`src/rtl/wr_demux16_pkg.sv`:
```
// Shared types and sizes for the write-side bank demux.
package wr_demux16_pkg;

  typedef enum logic {IDLE, CLEAR} wr_state_t;

  localparam int NUM_ENTRIES = 16;
  localparam int ADDR_W      = 4;

endpackage

```
`src/rtl/wr_demux16_dec.sv`:
```
// Purpose: 4-to-16 one-hot decoder, structural inverse of the read-side mux16_1.
// Latency: combinational.
// Backpressure: none.
module dec4_16 (
  input  logic [3:0]  in,
  output logic [15:0] out
);

  always_comb begin
    out = 16'h0001 << in;
  end

endmodule

```
`src/rtl/wr_demux16.sv`:
```
// Purpose: steer accepted writes onto a registered one-hot wen/wdata bus; bulk-clear walks entries 0..15.
// Latency: 1 cycle from accept edge to wen/wdata; clear occupies 16 consecutive cycles.
// Backpressure: wr_ready drops while clearing or when a clear is requested; held requests are not recorded.
module wr_demux16
  import wr_demux16_pkg::*;
#(
  parameter int WIDTH = 64
) (
  input  logic                   clk,
  input  logic                   reset,
  input  logic                   wr_valid,
  output logic                   wr_ready,
  input  logic [ADDR_W-1:0]      wr_addr,
  input  logic [WIDTH-1:0]       wr_data,
  input  logic                   clr_req,
  output logic                   clr_busy,
  output logic [NUM_ENTRIES-1:0] wen,
  output logic [WIDTH-1:0]       wdata
);

  wr_state_t              state;
  logic [ADDR_W-1:0]      cnt;
  logic [ADDR_W-1:0]      dec_sel;
  logic [NUM_ENTRIES-1:0] dec_out;

  assign wr_ready = (state == IDLE) && !clr_req;

  // A clear starting from IDLE always issues entry 0 first.
  always_comb begin
    dec_sel = wr_addr;
    if (state == CLEAR) begin
      dec_sel = cnt;
    end else if (clr_req) begin
      dec_sel = '0;
    end
  end

  dec4_16 u_dec (
    .in  (dec_sel),
    .out (dec_out)
  );

  always_ff @(posedge clk or posedge reset) begin
    if (reset) begin
      state    <= IDLE;
      cnt      <= '0;
      wen      <= '0;
      wdata    <= '0;
      clr_busy <= 1'b0;
    end else begin
      case (state)
        IDLE: begin
          if (clr_req) begin
            state    <= CLEAR;
            wen      <= dec_out;
            wdata    <= '0;
            clr_busy <= 1'b1;
            cnt      <= 4'd1;
          end else if (wr_valid) begin
            wen      <= dec_out;
            wdata    <= wr_data;
            clr_busy <= 1'b0;
          end else begin
            wen      <= '0;
            clr_busy <= 1'b0;
          end
        end
        CLEAR: begin
          wen      <= dec_out;
          wdata    <= '0;
          clr_busy <= 1'b1;
          cnt      <= cnt + 4'd1;
          if (cnt == 4'd15) begin
            state <= IDLE;
          end
        end
        default: begin
          state    <= IDLE;
          cnt      <= '0;
          wen      <= '0;
          clr_busy <= 1'b0;
        end
      endcase
    end
  end

endmodule
```
`config.mk`:
```
export PLATFORM = sky130hd
export DESIGN_NAME = wr_demux16
export DESIGN_NICKNAME = d
export VERILOG_FILES = /design/src/rtl/wr_demux16_pkg.sv /design/src/rtl/wr_demux16_dec.sv /design/src/rtl/wr_demux16.sv
export SDC_FILE = /design/constraint.sdc
export NUM_CORES = 1
export LEC_CHECK = 0
export ABC_AREA = 1
export CELL_PAD_IN_SITES_DETAIL_PLACEMENT = 2
export CELL_PAD_IN_SITES_GLOBAL_PLACEMENT = 2
export CORE_ASPECT_RATIO = 1.4
export CORE_UTILIZATION = 24
export DETAILED_ROUTE_END_ITERATION = 7
export PLACE_DENSITY_LB_ADDON = 0.25
export SLEW_MARGIN = 20
export SYNTH_ARGS = -nofsm -noshare
export SYNTH_HDL_FRONTEND = slang
export SYNTH_SLANG_ARGS = --single-unit
```
`constraint.sdc`:
```
create_clock -name clk -period 3.5 [get_ports clk]
set_input_delay 0.7 -clock clk [delete_from_list [all_inputs] [get_ports clk]]
set_output_delay 0.7 -clock clk [all_outputs]
set_load 0.005 [all_outputs]
```
==> results of run 1 <==
## layer usage
metal | vias up | track usage, %
li1 | 1480 | -
met1 | 1561 | 16.8
met2 | 91 | 27.6
met3 | 9 | 3.50
met4 | 0 | 4.93
met5 | - | 0
## registers in the layout, summed over array words and instances, names as in the netlist
signal	cells
wen	16
cnt	4
state	1
clr_busy	1
wdata	64
## cell families (layout without fill, tap and decap cells)
logic type,Yosys count,count (layout),synth area share (%)
AND/OR/NAND/NOR,59,59,8.19
adder cells (fa/ha/maj),1,1,0.356
buffers and inverters,93,244,11.1
flip-flops,86,86,61.2
AO/OA/AOI/OAI,133,133,19.2
## power breakdown
group | total (mW) | switching, mW | internal, mW
registers | 1.26 | 0.0992 | 1.16
logic | 0.809 | 0.376 | 0.433
clock network | 1.06 | 0.420 | 0.635
## critical path, delay by kind of cell
family	cells	cell delay, ns
simple gates	1	0.14
buf+inv	2	1.02
## final cells by class
cell class / instances / area, um^2 / area share (%)
clock buffer: 9 / 225 / 4.08
clock inverter: 7 / 103 / 1.86
inverter: 71 / 268 / 4.85
multi-input combinational: 193 / 973 / 17.6
sequential: 86 / 2150 / 39.0
tap: 189 / 236 / 4.29
timing repair buffer: 157 / 1560 / 28.3
## synthesized netlist by cell type (all sizes together)
cell type / instances / area, um^2
a21boi: 1 / 7.51
a21oi: 65 / 325
a22o: 1 / 8.76
buf: 12 / 85.1
clkbuf: 10 / 37.5
dfrtp: 86 / 2150
ha: 1 / 12.5
inv: 71 / 267
nand2: 31 / 149
nand3: 8 / 40.0
nand4: 1 / 6.26
nor2: 18 / 83.8
o21ai: 65 / 325
o22ai: 1 / 6.26
or2: 1 / 8.76
## metrics by stage
step / worst slack (ns) / std cells
floorplan: 0.578 / 372
global placement: 0.921 / 696
detailed placement: 0.891 / 696
CTS: 0.931 / 712
global route: 0.904 / 712
finish: 0.946 / 712
## worst paths after layout
check                             start  endpoint  slack, ns  cells after the start
worst max-delay path            clr_req  wr_ready       0.95                      3
worst min-delay path             cnt[3]    cnt[3]       0.51                      2
worst max register to register    state    wen[5]       1.64                      7
worst min register to register   cnt[3]    cnt[3]       0.51                      2
max in group asynchronous         reset    wen[5]       1.89                      3
min in group asynchronous         reset  clr_busy       0.80                      2
==> metrics.yaml, run 1 <==
portBuffers: 153
grt_max_degree: 111
holdBufCountCts: 0
cp.required_ns: 2.80
syn_to_final_growth_pct: 57.0
path_cells: "clkdlybuf4s50_1, nor2_8, clkdlybuf4s50_1"
cp_common_cell: "clkdlybuf4s50_1"
root_buffer: "clkbuf_16"
yosys_warnings: 0
initial_utilization_pct: 24.4
drive_gt1_share_pct: 5.54
cp.arrival_ns: 1.85
slew_viol_final: 0
antenna_found_initial: 0
min_path_type: "register to register"
gr-total-overflow: 0
final_nets: 591
routed-via-count: 3141
fp-row-count: 52
grt_pass1_wl_um: 17900
wl_met3_um: 464
power_leakage_nw: 2.63
dp_hpwl_um: 7630
gp_congestion: 0.695
synth_fp_nets: 445
n_antenna_cell: 0
rsz0062_at_grt: "false"
drv_cap: 0
routed.top_layer: "met4"
cts_resized: 0
p_total_mw: 3.12
status: "finished clean"
fin_hold_ws_ns: 0.515
setup_violations: 0
grt_use_total_pct: 15.0
route.met2.wl_um: 5880
die_h_um: 145
slew_headroom_pct: 33.3
clockBufferDepth: 2
fin_crit_ns: 2.55
tightest_slew_ns: 1.00
drcViolationCount: 0
tns_ns: 0
routedWlPerCell_um: 15.1
insertion_delay_ns: 0.34
fin_worst_skew_ns: 0.00657
final_area_mm2: 0.00552
vias_per_cell: 4.41
hold_viol: 0
start_kind: "input pin"
cts_tree: "done"
place_area_mm2: 0.00519
first_iter_violations: 68
vdd.ir_drop.worst_uv: 270
die_area_mm2: 0.0151
syn_avg_cell_area_um2: 9.45
ys_types: 22
final_common_cell: "clkdlybuf4s50_1"
met1Wirelength_um: 4260
utilization_pct: 38.4
cts.sinks: 86
critPathKind: "input pin to output port"
ys_seq_elements: 86
num_io_pins: 154
grt_pass1_vias: 3523
max_freq_mhz: 392
finalCritPeriodShare_pct: 73.0
drtAntennaViolNets: 0
htreeDepth: 3
mostFrequentLayoutCells: "clkdlybuf4s50_1, dfrtp_1, inv_1, a21oi_1, o21ai_0"
critPathMaxFanout: 2
ys_seq_area_share_pct: 61.2
post-cts-setup-buffers: 0
fp.coreArea_mm2: 0.0144
die_w_um: 104
finalWirelength_um: 10800
cp-end-kind: "output port"
slowest_stage: "clkdlybuf4s50_1"
powerDensity_mw_per_mm2: 566
fillerInstances: 1578
dr.pass1.iters: 4
critPathMaxStageDelay_ns: 0.51
clkTransAtPathRegs_ns: 0.06
syn_area_mm2: 0.00351
synthCells: 372
numCtsBuffers: 9
(Power assumes the default switching activity.)
==> run 2: changes to the inputs <==
==> constraint.sdc (replaced) <==
create_clock -name clk -period 2.5 [get_ports clk]
set_input_delay 0.5 -clock clk [delete_from_list [all_inputs] [get_ports clk]]
set_output_delay 0.5 -clock clk [all_outputs]
set_load 0.005 [all_outputs]
==> metrics.yaml, run 2 (synthesis gave the netlist of run 1 again) <==
status: "finished clean"  # unchanged
powerDensity_mw_per_mm2: 771  # was 566 mW/mm^2
fillerInstances: 1569  # was 1,578
cp.arrival_ns: 1.66  # was 1.85 ns
die_area_mm2: 0.0151  # unchanged
hold_viol: 0  # unchanged
initial_utilization_pct: 24.4  # unchanged
final_common_cell: "clkdlybuf4s50_1"  # unchanged
gr-usage-met1_pct: 17.3  # was 16.8%
use_met2_pct: 27.0  # was 27.6%
p_clk_share_pct: 31.8  # was 33.8%
final_nets: 592  # was 591
post-cts-setup-buffers: 0  # unchanged
p_seq_share_pct: 41.4  # was 40.3%
dp_cells: 697  # was 696
cts.sinks: 86  # unchanged
drcViolationCount: 0  # unchanged
insertion_delay_ns: 0.33  # was 0.34 ns
fin_worst_skew_ns: 0.00679  # was 0.00657 ns
cp.required_ns: 2.00  # was 2.80 ns
drv_cap: 0  # unchanged
routed-via-count: 3125  # was 3,141
multiInputGateArea_um2: 973  # unchanged
syn_to_final_growth_pct: 57.2  # was 57.0%
root_buffer: "clkbuf_16"  # unchanged
mostFrequentLayoutCells: "clkdlybuf4s50_1, dfrtp_1, inv_1, a21oi_1, o21ai_0"  # unchanged
min_path_type: "register to register"  # unchanged
intPower_mw: 3.06  # was 2.23 mW
pwr-share-comb_pct: 26.8  # was 25.9%
p_switching_mw: 1.20  # was 0.896 mW
clockBufferDepth: 2  # unchanged
numCtsBuffers: 9  # unchanged
portBuffers: 153  # unchanged
num_io_pins: 154  # unchanged
busiest_layer: "met2"  # unchanged
netSwitchingFraction_pct: 28.1  # was 28.7%
setup_violations: 0  # unchanged
n_antenna_cell: 0  # unchanged
holdBufCountCts: 0  # unchanged
first_iter_violations: 33  # was 68
die_h_um: 145  # unchanged
whs_path_depth: 2  # unchanged
critPathMaxFanout: 2  # unchanged
rsz0062_at_grt: "false"  # unchanged
grt_max_degree: 87  # was 111
drtAntennaViolNets: 0  # unchanged
setup_ws_ns: 0.337  # was 0.946 ns
grt_pass1_wl_um: 18000  # was 17,900 um
finalWirelength_um: 10800  # about the same
dr.pass1.iters: 4  # unchanged
stdcell_count: 713  # was 712
pre_cts_ws_ns: 0.127  # was 0.891 ns
reg_top3: "wdata (64), wen (16), cnt (4)"  # unchanged
regArea_mm2: 0.00215  # unchanged
critPathKind: "input pin to output port"  # unchanged
slew_viol_final: 0  # unchanged
drive_gt1_share_pct: 5.34  # was 5.54%
fin_crit_ns: 2.16
antenna_found_initial: 0  # unchanged
met3_usage_pct: 3.23  # was 3.50%
vdd.ir_drop.worst_uv: 292  # was 270 uV
tightest_slew_ns: 0.627  # was 1.00 ns
clkTransAtPathRegs_ns: 0.06  # about the same
max_freq_mhz: 462
largest_reg_flops: 64  # unchanged
power_leakage_nw: 2.63  # about the same
fin_hold_ws_ns: 0.520  # was 0.515 ns
ff2ff_path_depth: 5  # was 7
grt_pass1_vias: 3444  # was 3,523
fp-row-count: 52  # unchanged
htreeDepth: 3  # unchanged
regMostFlops: "wdata"  # unchanged
die_w_um: 104  # unchanged
tns_ns: 0  # unchanged
dp_hpwl_um: 7750  # was 7630 um
cts_tree: "done"  # unchanged
routedWlPerCell_um: 15.1  # about the same
fp.coreArea_mm2: 0.0144  # unchanged
cts_resized: 0  # unchanged
vias_per_cell: 4.38  # was 4.41
gr-total-overflow: 0  # unchanged
cp-end-kind: "output port"  # unchanged
slew_headroom_pct: 58.2  # was 33.3%
grt_use_total_pct: 15.0  # about the same
finalCritPeriodShare_pct: 86.5
start_kind: "input pin"  # unchanged
gp_congestion: 0.721  # was 0.695
[run 2: layer usage]
| metal | wire length [um] | vias up |
|---|---|---|
| li1 | - | 1478 |
| met1 | 4330 | 1554 |
| met2 | 5860 | 85 |
| met3 | 486 | 8 |
| met4 | 124 | 0 |
| met5 | 0 | - |
[run 2: area by class of cell]
cell class / count / share of cell area [%]
inverter: 71 / 4.89
multi-input combinational: 193 / 17.6
clock inverter: 3 / 0.770
tap: 189 / 4.28
timing repair buffer: 158 / 28.8
clock buffer: 13 / 4.71
sequential: 86 / 38.9
[run 2: worst max-delay path: stages]
cell and delay (ns):
clkdlybuf4s50_1 0.51, nor2_8 0.14, clkdlybuf4s50_1 0.51
[run 2: power by group through the flow]
stage / clock (mW) / sequential, mW / combinational (mW)
5_1_grt: 1.46 / 1.80 / 1.27
3_3_place_gp: 0 / 1.78 / 1.12
4_1_cts: 1.42 / 1.77 / 1.17
2_1_floorplan: 0 / 1.78 / 0.467
3_5_place_dp: 0 / 1.80 / 1.16
6_report: 1.36 / 1.77 / 1.14
[run 2: final timing paths]
path | from | endpoint | slack, ns
min in group asynchronous | reset | wen[9] | 0.67
max in group asynchronous | reset | wdata[4] | 1.49
hold / removal | cnt[3] | cnt[3] | 0.52
setup / recovery | clr_req | wr_ready | 0.34
hold reg to reg | cnt[3] | cnt[3] | 0.52
setup reg to reg | state | wdata[48] | 0.63
[run 2: per-stage QoR]
step	area [um^2]	power, mW	util (%)
floorplan	3520	2.25	-
global placement	5220	2.90	36.3
detailed placement	5220	2.96	36.3
CTS	5530	4.36	38.4
global route	5530	4.53	38.4
finish	5530	4.26	38.4
